`src/rtl/thermocouple_scanner.sv`:
```
// Multi-channel thermocouple front end: round-robins an SPI master over NUM_CH converters and unpacks frames.
// Latency: capture registers update on the edge that ends the one-cycle CAPTURE state; scans repeat every PERIOD_CYCLES idle gap.
// Backpressure: waits on spi_not_busy in each handshake phase, bounded by TIMEOUT_CYCLES, then flags and skips the channel.
module thermocouple_scanner #(
  parameter int NUM_CH         = 4,
  parameter int CH_BITS        = 2,
  parameter int CLK_FREQ       = 800,
  parameter int STARTUP_CYCLES = CLK_FREQ * 3,
  parameter int PERIOD_CYCLES  = CLK_FREQ,
  parameter int TIMEOUT_CYCLES = 64,
  parameter int CBITS          = 12,
  parameter int FAULT_FILT     = 2
) (
  input  logic                   clk,
  input  logic                   rst,
  input  logic                   scan_en,
  input  logic                   spi_not_busy,
  input  logic [31:0]            spi_rx_data,
  output logic                   spi_ena,
  output logic [NUM_CH-1:0]      spi_cs,
  output logic [14*NUM_CH-1:0]   tc_temp_data,
  output logic [12*NUM_CH-1:0]   junction_temp_data,
  output logic [4*NUM_CH-1:0]    fault_bits,
  output logic [NUM_CH-1:0]      timeout_flags,
  output logic                   sample_valid,
  output logic [CH_BITS-1:0]     sample_ch
);

  localparam int FBITS = $clog2(FAULT_FILT + 1);

  localparam logic [CBITS-1:0]   C_START_LAST  = CBITS'(STARTUP_CYCLES - 1);
  localparam logic [CBITS-1:0]   C_PERIOD_LAST = CBITS'(PERIOD_CYCLES - 1);
  localparam logic [CBITS-1:0]   C_TO_LAST     = CBITS'(TIMEOUT_CYCLES - 1);
  localparam logic [CBITS-1:0]   C_ONE         = CBITS'(1);
  localparam logic [CH_BITS-1:0] C_CH_LAST     = CH_BITS'(NUM_CH - 1);
  localparam logic [CH_BITS-1:0] C_CH_ONE      = CH_BITS'(1);
  localparam logic [FBITS-1:0]   C_FILT        = FBITS'(FAULT_FILT);
  localparam logic [FBITS-1:0]   C_FILT_ONE    = FBITS'(1);

  typedef enum logic [2:0] {
    S_STARTUP = 3'd0,
    S_IDLE    = 3'd1,
    S_REQ     = 3'd2,
    S_BUSY    = 3'd3,
    S_CAPTURE = 3'd4,
    S_NEXT    = 3'd5
  } state_t;

  state_t               r_state;
  state_t               w_state_nxt;
  logic [CBITS-1:0]     r_cnt;
  logic [CBITS-1:0]     w_cnt_nxt;
  logic [CH_BITS-1:0]   r_ch;
  logic [CH_BITS-1:0]   w_ch_nxt;
  logic                 w_to_set;

  logic [14*NUM_CH-1:0] r_tc;
  logic [12*NUM_CH-1:0] r_jn;
  logic [4*NUM_CH-1:0]  r_fault;
  logic [NUM_CH-1:0]    r_to;
  logic [FBITS-1:0]     r_filt [NUM_CH];

  // Frame bits 17 and 3 carry no information for this block.
  logic                 w_unused_rx;
  assign w_unused_rx = ^{spi_rx_data[17], spi_rx_data[3]};

  assign tc_temp_data       = r_tc;
  assign junction_temp_data = r_jn;
  assign fault_bits         = r_fault;
  assign timeout_flags      = r_to;

  // State, shared phase counter and channel index registers.
  always_ff @(posedge clk or negedge rst) begin
    if (!rst) begin
      r_state <= S_STARTUP;
      r_cnt   <= '0;
      r_ch    <= '0;
    end else begin
      r_state <= w_state_nxt;
      r_cnt   <= w_cnt_nxt;
      r_ch    <= w_ch_nxt;
    end
  end

  // Next-state logic: startup wait, scan period, bounded SPI handshake, channel stepping.
  always_comb begin
    w_state_nxt = r_state;
    w_cnt_nxt   = r_cnt;
    w_ch_nxt    = r_ch;
    w_to_set    = 1'b0;
    case (r_state)
      S_STARTUP: begin
        if (r_cnt == C_START_LAST) begin
          w_state_nxt = S_IDLE;
          w_cnt_nxt   = '0;
        end else begin
          w_cnt_nxt = r_cnt + C_ONE;
        end
      end
      S_IDLE: begin
        if (!scan_en) begin
          w_cnt_nxt = '0;
        end else if (r_cnt == C_PERIOD_LAST) begin
          w_state_nxt = S_REQ;
          w_cnt_nxt   = '0;
          w_ch_nxt    = '0;
        end else begin
          w_cnt_nxt = r_cnt + C_ONE;
        end
      end
      S_REQ: begin
        if (!spi_not_busy) begin
          w_state_nxt = S_BUSY;
          w_cnt_nxt   = '0;
        end else if (r_cnt == C_TO_LAST) begin
          w_state_nxt = S_NEXT;
          w_cnt_nxt   = '0;
          w_to_set    = 1'b1;
        end else begin
          w_cnt_nxt = r_cnt + C_ONE;
        end
      end
      S_BUSY: begin
        if (spi_not_busy) begin
          w_state_nxt = S_CAPTURE;
          w_cnt_nxt   = '0;
        end else if (r_cnt == C_TO_LAST) begin
          w_state_nxt = S_NEXT;
          w_cnt_nxt   = '0;
          w_to_set    = 1'b1;
        end else begin
          w_cnt_nxt = r_cnt + C_ONE;
        end
      end
      S_CAPTURE: begin
        w_state_nxt = S_NEXT;
        w_cnt_nxt   = '0;
      end
      S_NEXT: begin
        w_cnt_nxt = '0;
        if (r_ch == C_CH_LAST) begin
          w_state_nxt = S_IDLE;
          w_ch_nxt    = '0;
        end else begin
          w_state_nxt = S_REQ;
          w_ch_nxt    = r_ch + C_CH_ONE;
        end
      end
      default: begin
        w_state_nxt = S_IDLE;
        w_cnt_nxt   = '0;
        w_ch_nxt    = '0;
      end
    endcase
  end

  // Outputs decoded from state so reset drops request and chip select at once.
  always_comb begin
    spi_ena      = (r_state == S_REQ);
    sample_valid = (r_state == S_CAPTURE);
    sample_ch    = (r_state == S_CAPTURE) ? r_ch : '0;
    spi_cs       = '0;
    if (r_state == S_REQ || r_state == S_BUSY || r_state == S_CAPTURE) begin
      for (int k = 0; k < NUM_CH; k++) begin
        spi_cs[k] = (r_ch == CH_BITS'(k));
      end
    end
  end

  // Frame unpack, fault debounce with hold-last-good temperatures, and timeout flags.
  always_ff @(posedge clk or negedge rst) begin
    if (!rst) begin
      r_tc    <= '0;
      r_jn    <= '0;
      r_fault <= '0;
      r_to    <= '0;
      for (int k = 0; k < NUM_CH; k++) begin
        r_filt[k] <= '0;
      end
    end else begin
      for (int k = 0; k < NUM_CH; k++) begin
        if (r_state == S_CAPTURE && r_ch == CH_BITS'(k)) begin
          r_fault[4*k +: 3] <= spi_rx_data[2:0];
          r_to[k]           <= 1'b0;
          if (!spi_rx_data[16]) begin
            r_tc[14*k +: 14] <= spi_rx_data[31:18];
            r_jn[12*k +: 12] <= spi_rx_data[15:4];
            r_filt[k]        <= '0;
            r_fault[4*k+3]   <= 1'b0;
          end else begin
            r_filt[k]      <= (r_filt[k] == C_FILT) ? C_FILT : r_filt[k] + C_FILT_ONE;
            r_fault[4*k+3] <= (r_filt[k] >= C_FILT - C_FILT_ONE);
          end
        end
        if (w_to_set && r_ch == CH_BITS'(k)) begin
          r_to[k] <= 1'b1;
        end
      end
    end
  end

endmodule

```
`config.mk`:
```
export PLATFORM = sky130hd
export DESIGN_NAME = thermocouple_scanner
export DESIGN_NICKNAME = d
export VERILOG_FILES = /design/src/rtl/thermocouple_scanner.sv
export SDC_FILE = /design/constraint.sdc
export NUM_CORES = 1
export LEC_CHECK = 0
export ABC_CLOCK_PERIOD_IN_PS = 1900
export CAP_MARGIN = 5
export CORE_MARGIN = 2
export CORE_UTILIZATION = 63
export CTS_BUF_LIST = sky130_fd_sc_hd__clkbuf_2 sky130_fd_sc_hd__clkbuf_4 sky130_fd_sc_hd__clkbuf_8
export DETAILED_ROUTE_END_ITERATION = 16
export DONT_BUFFER_PORTS = 1
export PLACE_DENSITY = 0.84
export SETUP_SLACK_MARGIN = 0.4
export SLEW_MARGIN = 40
export SYNTH_ARGS = -nofsm -noshare
export SYNTH_HDL_FRONTEND = slang
export SYNTH_SLANG_ARGS = --single-unit
```
`constraint.sdc`:
```
create_clock -name clk -period 1.9 [get_ports clk]
set_input_delay 0.38 -clock clk [delete_from_list [all_inputs] [get_ports clk]]
set_output_delay 0.38 -clock clk [all_outputs]
set_load 0.01 [all_outputs]
```
======== Word-level counts from Yosys, hierarchy flattened ========
Index checks and enable logic that the tools add are counted.
operators by class
  add/sub/neg operators ................... 6
  mux-type cells .......................... 45
  reduce and logical (&&, ||, !) cells .... 23
  divide/modulo/power cells ............... 0
  $mul .................................... 0
  equal/unequal tests ..................... 18
  shifts and indexed selects .............. 0
  bitwise logic cells ..................... 2
  $lt $le $gt $ge ......................... 4
operator list
  operator                                                                number
  12-bit two-way mux                                                      6
  12-bit case mux with 4 select lines                                     1
  2-bit two-way mux                                                       13
  3-bit two-way mux                                                       6
  3-bit case mux with 6 select lines                                      1
  1-bit two-way mux                                                       15
  12-bit by 1-bit adder with 12-bit output (second input constant)        1
  12-bit by 10-bit == test with 1-bit output (second input constant)      1
  12-bit == test (second input constant)                                  1
  12-bit by 6-bit == test with 1-bit output (second input constant)       1
  2-bit == test (second input constant)                                   6
  2-bit by 1-bit adder with 2-bit output (second input constant)          5
  2-bit by 1-bit >= comparator with 1-bit output (second input constant)  4
  1-bit logical AND                                                       8
  2-bit AND reduction                                                     4
  2-bit nonzero test                                                      4
  3-bit by 2-bit == test with 1-bit output (second input constant)        2
  3-bit == test (second input constant)                                   2
  2-bit inequality test (second input constant)                           3
  2-bit case mux with 3 select lines                                      1
  3-bit AND reduction                                                     2
  4-bit two-way mux                                                       1
  4-bit OR reduction                                                      1
  3-bit by 1-bit == test with 1-bit output (second input constant)        1
  6 further kinds                                                         8
storage, ports and cells
  ROM bits ................................ 0
  output and inout bits ................... 132
  bits in registers ....................... 149
  RAM bits ................................ 0
  bits in latches ......................... 0
  input port bits ......................... 36
  memories ................................ 0

======== Depth between registers and ports, before layout ========
Gate-level depths: netlist of run 1.
  word-level depth ........................ 6
  depth in mapped cells ................... 7

======== Worst setup path before layout of run 1 ========
No wires, ideal clock.
  path kind ............................... reg2reg
  start ................................... register r_state[1]
  end ..................................... register r_jn[42], in the netlist junction_temp_data[42]
  buffers on the path ..................... 2
  cell stages (with the launch flop) ...... 7
  path slack .............................. 105 ps
  data required time ...................... 1775 ps
  library setup time ...................... 125 ps
  arrival time ............................ 1670 ps
  path through ............................ dfrtp_1 buf_4 nor3b_4 nand2_1 nor2_4 buf_6 mux2_2
between the ends
  cells in the longest elaborated chain, start to end .. 3
ends and longest elaborated chain
  element                               line  text
  start: declaration                    49    state_t r_state;
  start signal: assignment              79    r_state <= w_state_nxt;
  3-bit == test                         -
  via sample_valid                      25    output logic sample_valid,
  1-bit logical AND                     182   if (r_state == S_CAPTURE && r_ch == CH_BITS'(k)) begin
  2-bit AND reduction (no source line)  -
  end signal: indexed assignment        187   r_jn[12*k +: 12] <= spi_rx_data[15:4];
  end: declaration                      58    logic [12*NUM_CH-1:0] r_jn;
The timed path passes the listed nets, and every way through them passes these cells.
A chain may end at the register's enable or synchronous reset.

======== Final worst setup path of run 1 ========
  start ................................... register r_state[1]
  end ..................................... output sample_ch[1]
between the ends
  cells in the longest elaborated chain, start to end .. 2
ends and longest elaborated chain
  element            line  text
  3-bit == test      161   sample_ch = (r_state == S_CAPTURE) ? r_ch : '0;
  2-bit two-way mux  161
  end: declaration   26    output logic [CH_BITS-1:0] sample_ch
No other way between the ends.

==> results of run 1 <==
per-layer routing:
metal	GRT usage	wire length, um	up-vias
li1	-	-	1671
met1	0.310	5710	1977
met2	0.448	7530	182
met3	0.0827	1060	38
met4	0.113	417	0
met5	0	0	-
layout by cell type, fill, tap and decap left out, types with 5 or more instances in the layout:
master	instances
dfrtp_1	145
mux2_2	110
buf_4	27
nand2_1	26
clkbuf_8	19
o21ai_0	14
inv_1	13
a21oi_2	11
nor2_4	8
ha_1	8
xor2_1	7
a22o_1	7
buf_6	7
nand2b_1	6
nand3_1	6
mux2_1	6
nand4_1	5
nor2b_4	5
layout make-up:
cell class / count / area (um^2) / share of cell area
flip-flops and latches: 149 / 3730 / 0.509
multi-input cells: 264 / 2470 / 0.337
repair buffers: 45 / 522 / 0.0711
clock buffers: 20 / 269 / 0.0366
well taps: 133 / 166 / 0.0227
clock inverters: 12 / 119 / 0.0162
inverters: 15 / 56.3 / 0.00767
kinds of logic (layout without fill, tap and decap cells):
family                     Yosys count  count (layout)  synth area share
buffers and inverters               36              92            0.0326
AOI/OAI and AO/OA                   47              47            0.0468
DFF                                149             149             0.599
xor gates and xnor gates            11              11            0.0155
adders and majority gates           14              14            0.0277
and+or+nand+nor                     76              76            0.0684
muxes                              116             116             0.210
stage by stage:
stage	hold slack [ns]	setup WS (ns)	total power [mW]	utilization	instances
floorplan	0.0844	0.109	6.11	-	449
global route	-0.394	-0.0551	10.0	0.758	638
CTS	-0.390	0.0513	9.32	0.738	626
global placement	0.0881	0.235	6.47	0.663	578
finish	-0.357	0.0344	9.56	0.758	638
detailed placement	0.0874	0.176	6.61	0.663	578
power by group through the flow:
stage	Clock [mW]	Combinational (mW)	Sequential (mW)
2_1_floorplan	0	1.36	4.75
3_3_place_gp	0	1.52	4.95
3_5_place_dp	0	1.63	4.98
4_1_cts	2.39	1.99	4.94
5_1_grt	2.53	2.44	5.05
6_report	2.36	2.25	4.94
Yosys cell counts, drive strengths merged (2+ instances only):
cell type | count | area, um^2
a22o | 7 | 61.3
ha | 13 | 163
o21ai | 15 | 75.1
buf | 13 | 116
o31ai | 3 | 22.5
nor2b | 5 | 31.3
nand3 | 6 | 30.0
mux2 | 116 | 1310
inv | 15 | 56.3
a21boi | 2 | 15.0
xor2 | 7 | 61.3
nand2b | 6 | 37.5
and4 | 3 | 26.3
clkbuf | 8 | 30.0
nand2 | 29 | 109
nand4 | 5 | 31.3
dfrtp | 149 | 3730
nor3b | 4 | 41.3
xnor2 | 4 | 35.0
nor3 | 2 | 10.0
a21oi | 15 | 75.1
nor2 | 12 | 75.1
what timing repair did:
action                                  in CTS  in global routing
buffers inserted                            11                  8
gates cloned                                 5                  4
endpoints found under the hold margin      149                149
endpoints found under the setup margin     142                145
resized for setup                           43                 26
pin swaps                                    5                  5
path summary, 6_finish.rpt:
kind	to	start	cells past startpoint	slack [ns]
worst max-delay path	sample_ch[1]	r_state[1]$_DFFE_PN0P_	4	0.03
worst min-delay path	fault_bits[1]$_DFFE_PN0P_	rst	0	-0.36
worst max register to register	junction_temp_data[34]$_DFFE_PN0P_	r_state[1]$_DFFE_PN0P_	7	0.05
worst min register to register	r_filt[4]$_DFFE_PN0P_	r_filt[4]$_DFFE_PN0P_	2	0.49
max in group asynchronous	tc_temp_data[15]$_DFFE_PN0P_	rst	0	2.03
min in group clk	junction_temp_data[46]$_DFFE_PN0P_	spi_rx_data[14]	1	0.08
registers in the layout, summed over array words and instances, names as in the netlist:
register	count
fault_bits	16
junction_temp_data	48
r_ch	2
r_cnt	12
r_filt	8
r_state	3
tc_temp_data	56
timeout_flags	4
==> flow_summary.ini, run 1 <==
[sta]
skew_ns = 0.0122
tns_ns = 0
period_needed_ns = 1.87
finalSetupViolCount = 0
slew_viol_final = 0
tightest_slew_ns = 0.283
fin_crit_sh = 0.982
hold-worst-slack_ns = -0.357
rsz0062_at_grt = true
fmax_ghz = 0.536
slew_headroom = 0.811
final_hold_viol_count = 149

[synth]
ys_seq_area_frac = 0.599
synthDistinctLibCells = 38
synth_area_um2 = 6220
ys_ff_latch = 149
syn_inst = 449
synthFlopType = dfrtp_1
syn_area_per_cell_um2 = 13.9
async_flop_share = 1.00
yosysWarningCount = 0
synth_edf_count = 0
synth.net_count = 498

[cts]
numCtsBuffers = 17
cts.path.max_buffers = 2
clock_latency_ns = 0.43
htree_levels = 4
cts_tree = done
path_clk_slew_ns = 0.08
cts_root_buf = clkbuf_8
cts_sinks = 149

[place]
post-dp-hpwl_um = 8250
place.gp.congestion = 0.783
placed_cell_area_um2 = 6420
port_buffers = 0

[worst_setup_path]
cp_num_buf_inv = 2
crit_chain = nor3b_4, buf_6, inv_1, nor2_4
slowest_delay_ns = 0.42
crit_fanout = 3
critical-path-top-delay-family = flip-flops
path_class = reg -> out
cp_data_arrival_time_ns = 1.49
crit_path_end_kind = output port
cp_data_required_time_ns = 1.52
startpoint_type = flip-flop
crit_slowest_cell = dfrtp_1

[pwr]
leakage_nw = 3.33
peakVddDrop_v = 0.000776
swShare = 0.343
internal-power_mw = 6.28
powerDensity_nw_per_um2 = 1300
clkPwrFrac = 0.247
p_comb_frac = 0.236
p_seq_frac = 0.517
p_switching_mw = 3.28

[finish]
fin_nets = 541
area.growth.synth_to_final_pct = 18.0
design_area_um2 = 7340
antennaDiodeCount = 0
drive_gt1_frac = 0.465
nFillCells = 573

[outcome]
status = complete, but fails checks
violations = negative hold slack

[route]
detail_route.vias_per_cell = 6.06
routed_wl_um = 14700
num_vias = 3868
drc = 0
first_iter_violations = 144
ant_nets = 0
post_drt_wl_per_cell_um = 23.1
first_pass_iters = 4

[floorplanning]
initial_utilization = 0.643
die-height_um = 103
io_pins = 168
rows = 36
coreArea_um2 = 9680
die_area_um2 = 10700
die_w_um = 103

[global_routing]
grt_max_degree = 150
overflow = 0
track_usage = 0.264
antenna_found_initial = 0
grt_pass1_vias = 4048
grt_pass1_wl_um = 20700

[hold_path]
hold_class = in -> async

[flow_run]
drv_cap = 0
Note: power is estimated with default switching activity, not from simulation.
==> run 2, diff against run 1 <==
CORE_MARGIN = 4   (was 2)
==> flow_summary.ini, run 2 (synthesis gave the netlist of run 1 again) <==
[outcome]
status = complete, but fails checks
violations = negative hold slack

[worst_setup_path]
cp_data_required_time_ns = 1.52
crit_slowest_cell = dfrtp_1
crit_chain = buf_6, nor2b_4, nor2_4, nor2b_4
crit_fanout = 5
critical-path-top-delay-family = simple AND/OR/NAND/NOR gates
crit_path_end_kind = output port
cp_num_buf_inv = 1
slowest_delay_ns = 0.43
ff2ff_path_depth = 6
startpoint_type = flip-flop
cp.depth = 4
cp_data_arrival_time_ns = 1.50
cpMostUsedCell = nor2b_4
path_class = reg -> out

[floorplanning]
coreArea_um2 = 9680
rows = 36
io_pins = 168
die_w_um = 107
die-height_um = 107
die_area_um2 = 11500
initial_utilization = 0.643

[route]
routed_wl_um = 15400
first_iter_violations = 206
detail_route.vias_per_cell = 6.10
first_pass_iters = 4
post_drt_wl_per_cell_um = 24.0
ant_nets = 0
num_vias = 3922
drc = 0

[global_routing]
grt_pass1_wl_um = 22500
grt_max_degree = 150
overflow = 0
grt_pass1_vias = 4118
grtUsageMet3 = 0.0900
busiest_layer = met2
met2_usage = 0.426
antenna_found_initial = 0
track_usage = 0.258
grt.met1_usage = 0.315

[sta]
slew_viol_final = 0
fmax_ghz = 0.533
tns_ns = 0
rsz0062_at_grt = true
skew_ns = 0.00676
period_needed_ns = 1.88
fin_crit_sh = 0.988
finalSetupViolCount = 0
final_hold_viol_count = 149
tightest_slew_ns = 0.287
hold-worst-slack_ns = -0.365
slew_headroom = 0.806

[finish]
final_cells = 643
utilization = 0.772
final_common_cell = dfrtp_1
fin_nets = 546
area.growth.synth_to_final_pct = 20.2
antennaDiodeCount = 0
largest_reg_flops = 56
drive_gt1_frac = 0.494
nFillCells = 555
ff_latch_area_um2 = 3730
multi_input_area_um2 = 2550
final_cell_mix = 145 x dfrtp_1, 110 x mux2_2, 25 x nand2_1

[cts]
cts.path.max_buffers = 2
clock_latency_ns = 0.44
cts_tree = done
htree_levels = 4
numCtsBuffers = 17
cts_root_buf = clkbuf_8
path_clk_slew_ns = 0.08
cts_sinks = 149

[place]
post-dp-hpwl_um = 8410
place.gp.congestion = 0.889
placed_cells = 577
port_buffers = 0

[pwr]
powerDensity_nw_per_um2 = 1320
leakage_nw = 3.39
total_power_mw = 9.89
peakVddDrop_v = 0.000715

[flow_run]
drv_cap = 0

[hold_path]
hold_class = in -> async
## run 2: changes by cell type in the layout (fill, tap and decap cells not counted), moves of 2 or more
cell      delta
buf_6        +9
nor2_2       +2
clkbuf_8     -2
buf_4        -3
nor2_1       -2
clkinv_4     -2
## run 2: per-stage QoR
stage | cell area [um^2] | setup slack (ns) | hold WS (ns)
CTS | 7280 | 0.0478 | -0.383
floorplan | 6240 | 0.109 | 0.0844
finish | 7480 | 0.0234 | -0.365
detailed placement | 6420 | 0.197 | 0.0886
global placement | 6420 | 0.230 | 0.0875
global route | 7480 | -0.0164 | -0.393
## run 2: area by class of cell
| cell class | instances | share of cell area |
|---|---|---|
| clock buffer | 19 | 0.0333 |
| tap | 133 | 0.0223 |
| sequential | 149 | 0.499 |
| clock inverter | 13 | 0.0197 |
| inverter | 15 | 0.00753 |
| timing repair buffer | 50 | 0.0773 |
| multi-input combinational | 264 | 0.341 |
## run 2: path summary, 6_finish.rpt
kind | startpoint | endpoint | slack (ns)
worst max register to register | r_state[1]$_DFFE_PN0P_ | junction_temp_data[14]$_DFFE_PN0P_ | 0.04
max in group asynchronous | rst | r_cnt[4]$_DFF_PN0_ | 2.03
worst min register to register | r_filt[4]$_DFFE_PN0P_ | r_filt[4]$_DFFE_PN0P_ | 0.48
worst max-delay path | r_state[1]$_DFFE_PN0P_ | spi_cs[2] | 0.02
worst min-delay path | rst | fault_bits[1]$_DFFE_PN0P_ | -0.37
min in group clk | spi_rx_data[12] | junction_temp_data[44]$_DFFE_PN0P_ | 0.08
## run 2: worst reg2reg max path: cells and delay by family, from the launching register on
kind | cells | cell delay [ns]
buffers and inverters | 2 | 0.40
flip-flops | 1 | 0.43
multiplexers | 1 | 0.34
AND/OR/NAND/NOR | 3 | 0.57
## run 2: repair_timing
action,in CTS,in global routing
pin swaps,12,11
hold endpoints to repair,149,149
resized for setup,66,27
gates cloned,5,4
buffers inserted,17,8
setup endpoints to repair,145,144
## run 2: where the power goes
group          total, mW  internal, mW  leakage [nW]  switching, mW
Clock               2.44          1.22         0.196           1.22
Combinational       2.49          1.28          1.34           1.21
Sequential          4.97          3.98          1.85          0.985
Total               9.89          6.48          3.39           3.42
## run 2: metal layers
metal  vias up  routed length, um
li1       1663                  -
met1      2032               5650
met2       182               7970
met3        45               1330
met4         0                495
met5         -                  0
==> run 3, diff against run 2 <==
ABC_CLOCK_PERIOD_IN_PS = 2200   (was 1900)
CTS_BUF_LIST = unset   (was sky130_fd_sc_hd__clkbuf_2 sky130_fd_sc_hd__clkbuf_4 sky130_fd_sc_hd__clkbuf_8)
clock period = 2.2 ns   (was 1.9 ns; I/O delays follow)
==> flow_summary.ini, run 3 (synthesis gave the netlist of run 1 again) <==
[route]
ant_nets = 0
drc = 0
first_pass_iters = 5
routed_wl_um = 16500
num_vias = 3902
detail_route.vias_per_cell = 6.15
first_iter_violations = 185
post_drt_wl_per_cell_um = 26.0

[pwr]
peakVddDrop_v = 0.000775
powerDensity_nw_per_um2 = 1160
leakage_nw = 3.57
total_power_mw = 8.94

[finish]
nFillCells = 502
antennaDiodeCount = 0
ff_latch_area_um2 = 3730
final_common_cell = dfrtp_1
fin_nets = 538
design_area_um2 = 7710
final_cell_mix = 147 x dfrtp_1, 69 x mux2_4, 44 x mux2_2
drive_gt1_frac = 0.425
multi_input_area_um2 = 2660
area.growth.synth_to_final_pct = 23.9
largest_reg_flops = 56

[global_routing]
grt_pass1_wl_um = 21000
grt_pass1_vias = 3869
grt_max_degree = 150
overflow = 0
track_usage = 0.237
antenna_found_initial = 0

[floorplanning]
rows = 36
io_pins = 168
die_w_um = 107
die-height_um = 107
die_area_um2 = 11500
initial_utilization = 0.643
coreArea_um2 = 9680

[sta]
rsz0062_at_grt = true
fin_crit_sh = 0.929
tns_ns = 0
finalSetupViolCount = 0
fmax_ghz = 0.489
final_hold_viol_count = 149
period_needed_ns = 2.04
slew_viol_final = 0
tightest_slew_ns = 0.304
skew_ns = 0.00740
slew_headroom = 0.797
hold-worst-slack_ns = -0.386

[cts]
cts.path.max_buffers = 2
clock_latency_ns = 0.51
cts_sinks = 149
numCtsBuffers = 17
htree_levels = 4
cts_tree = done
path_clk_slew_ns = 0.06
cts_root_buf = clkbuf_8

[worst_setup_path]
crit_slowest_cell = dfrtp_2
cp_data_arrival_time_ns = 1.60
cp_num_buf_inv = 1
path_class = reg -> out
critical-path-top-delay-family = simple AND/OR/NAND/NOR gates
crit_path_end_kind = output port
slowest_delay_ns = 0.44
crit_chain = nor3b_4, buf_6, nor2_4, nor2b_2
crit_fanout = 4
cp_data_required_time_ns = 1.76
startpoint_type = flip-flop

[outcome]
status = complete, but fails checks
violations = negative hold slack

[hold_path]
hold_class = in -> async

[place]
port_buffers = 0
place.gp.congestion = 0.855
post-dp-hpwl_um = 8770
placed_cell_area_um2 = 6410

[flow_run]
drv_cap = 0
## run 3: cell count changes in the layout (fill, tap and decap cells not counted), sizes merged
cell,delta
inv,-4
clkinvlp,+1
buf,-12
clkinv,+2
clkbuf,+5
bufinv,-1
## run 3: repair_timing
item / CTS / global route
gates cloned: 0 / 11
buffers inserted: 5 / 11
endpoints found under the setup margin: 103 / 114
endpoints found under the hold margin: 149 / 149
pin swaps: 2 / 6
gates resized for setup: 19 / 90
## run 3: where the power goes
group / internal (mW) / switching, mW
clock: 1.53 / 1.12
combinational: 1.06 / 0.880
sequential: 3.44 / 0.900
## run 3: cell type report
type,count,share of cell area
clock buffer,20,0.0565
clock inverter,11,0.0136
sequential,149,0.484
tap,133,0.0216
timing repair buffer,42,0.0722
inverter,15,0.00730
multi-input combinational,264,0.345
## run 3: worst paths after layout
check,from,to,slack [ns],cells after the start
worst max register to register,r_state[1]$_DFFE_PN0P_,tc_temp_data[36]$_DFFE_PN0P_,0.22,7
max in group asynchronous,rst,tc_temp_data[28]$_DFFE_PN0P_,2.42,0
worst min register to register,r_cnt[0]$_DFF_PN0_,r_cnt[0]$_DFF_PN0_,0.48,1
min in group clk,spi_rx_data[16],r_filt[0]$_DFFE_PN0P_,0.06,2
worst max-delay path,r_state[1]$_DFFE_PN0P_,spi_cs[2],0.16,4
worst min-delay path,rst,tc_temp_data[22]$_DFFE_PN0P_,-0.39,0
## run 3: metal layers
layer	wire length (um)	vias to the layer above	global-route usage
li1	-	1650	-
met1	6150	2022	0.289
met2	8320	208	0.380
met3	1810	22	0.106
met4	216	0	0.0775
met5	0	-	0
## run 3: stage by stage
| step | setup slack, ns | cells | hold slack [ns] | util |
|---|---|---|---|---|
| 4_1_cts | 0.187 | 612 | -0.411 | 0.727 |
| 5_1_grt | 0.106 | 634 | -0.412 | 0.796 |
| 2_1_floorplan | 0.405 | 449 | 0.144 | - |
| 6_report | 0.157 | 634 | -0.386 | 0.796 |
| 3_3_place_gp | 0.458 | 576 | 0.148 | 0.661 |
| 3_5_place_dp | 0.399 | 576 | 0.148 | 0.661 |
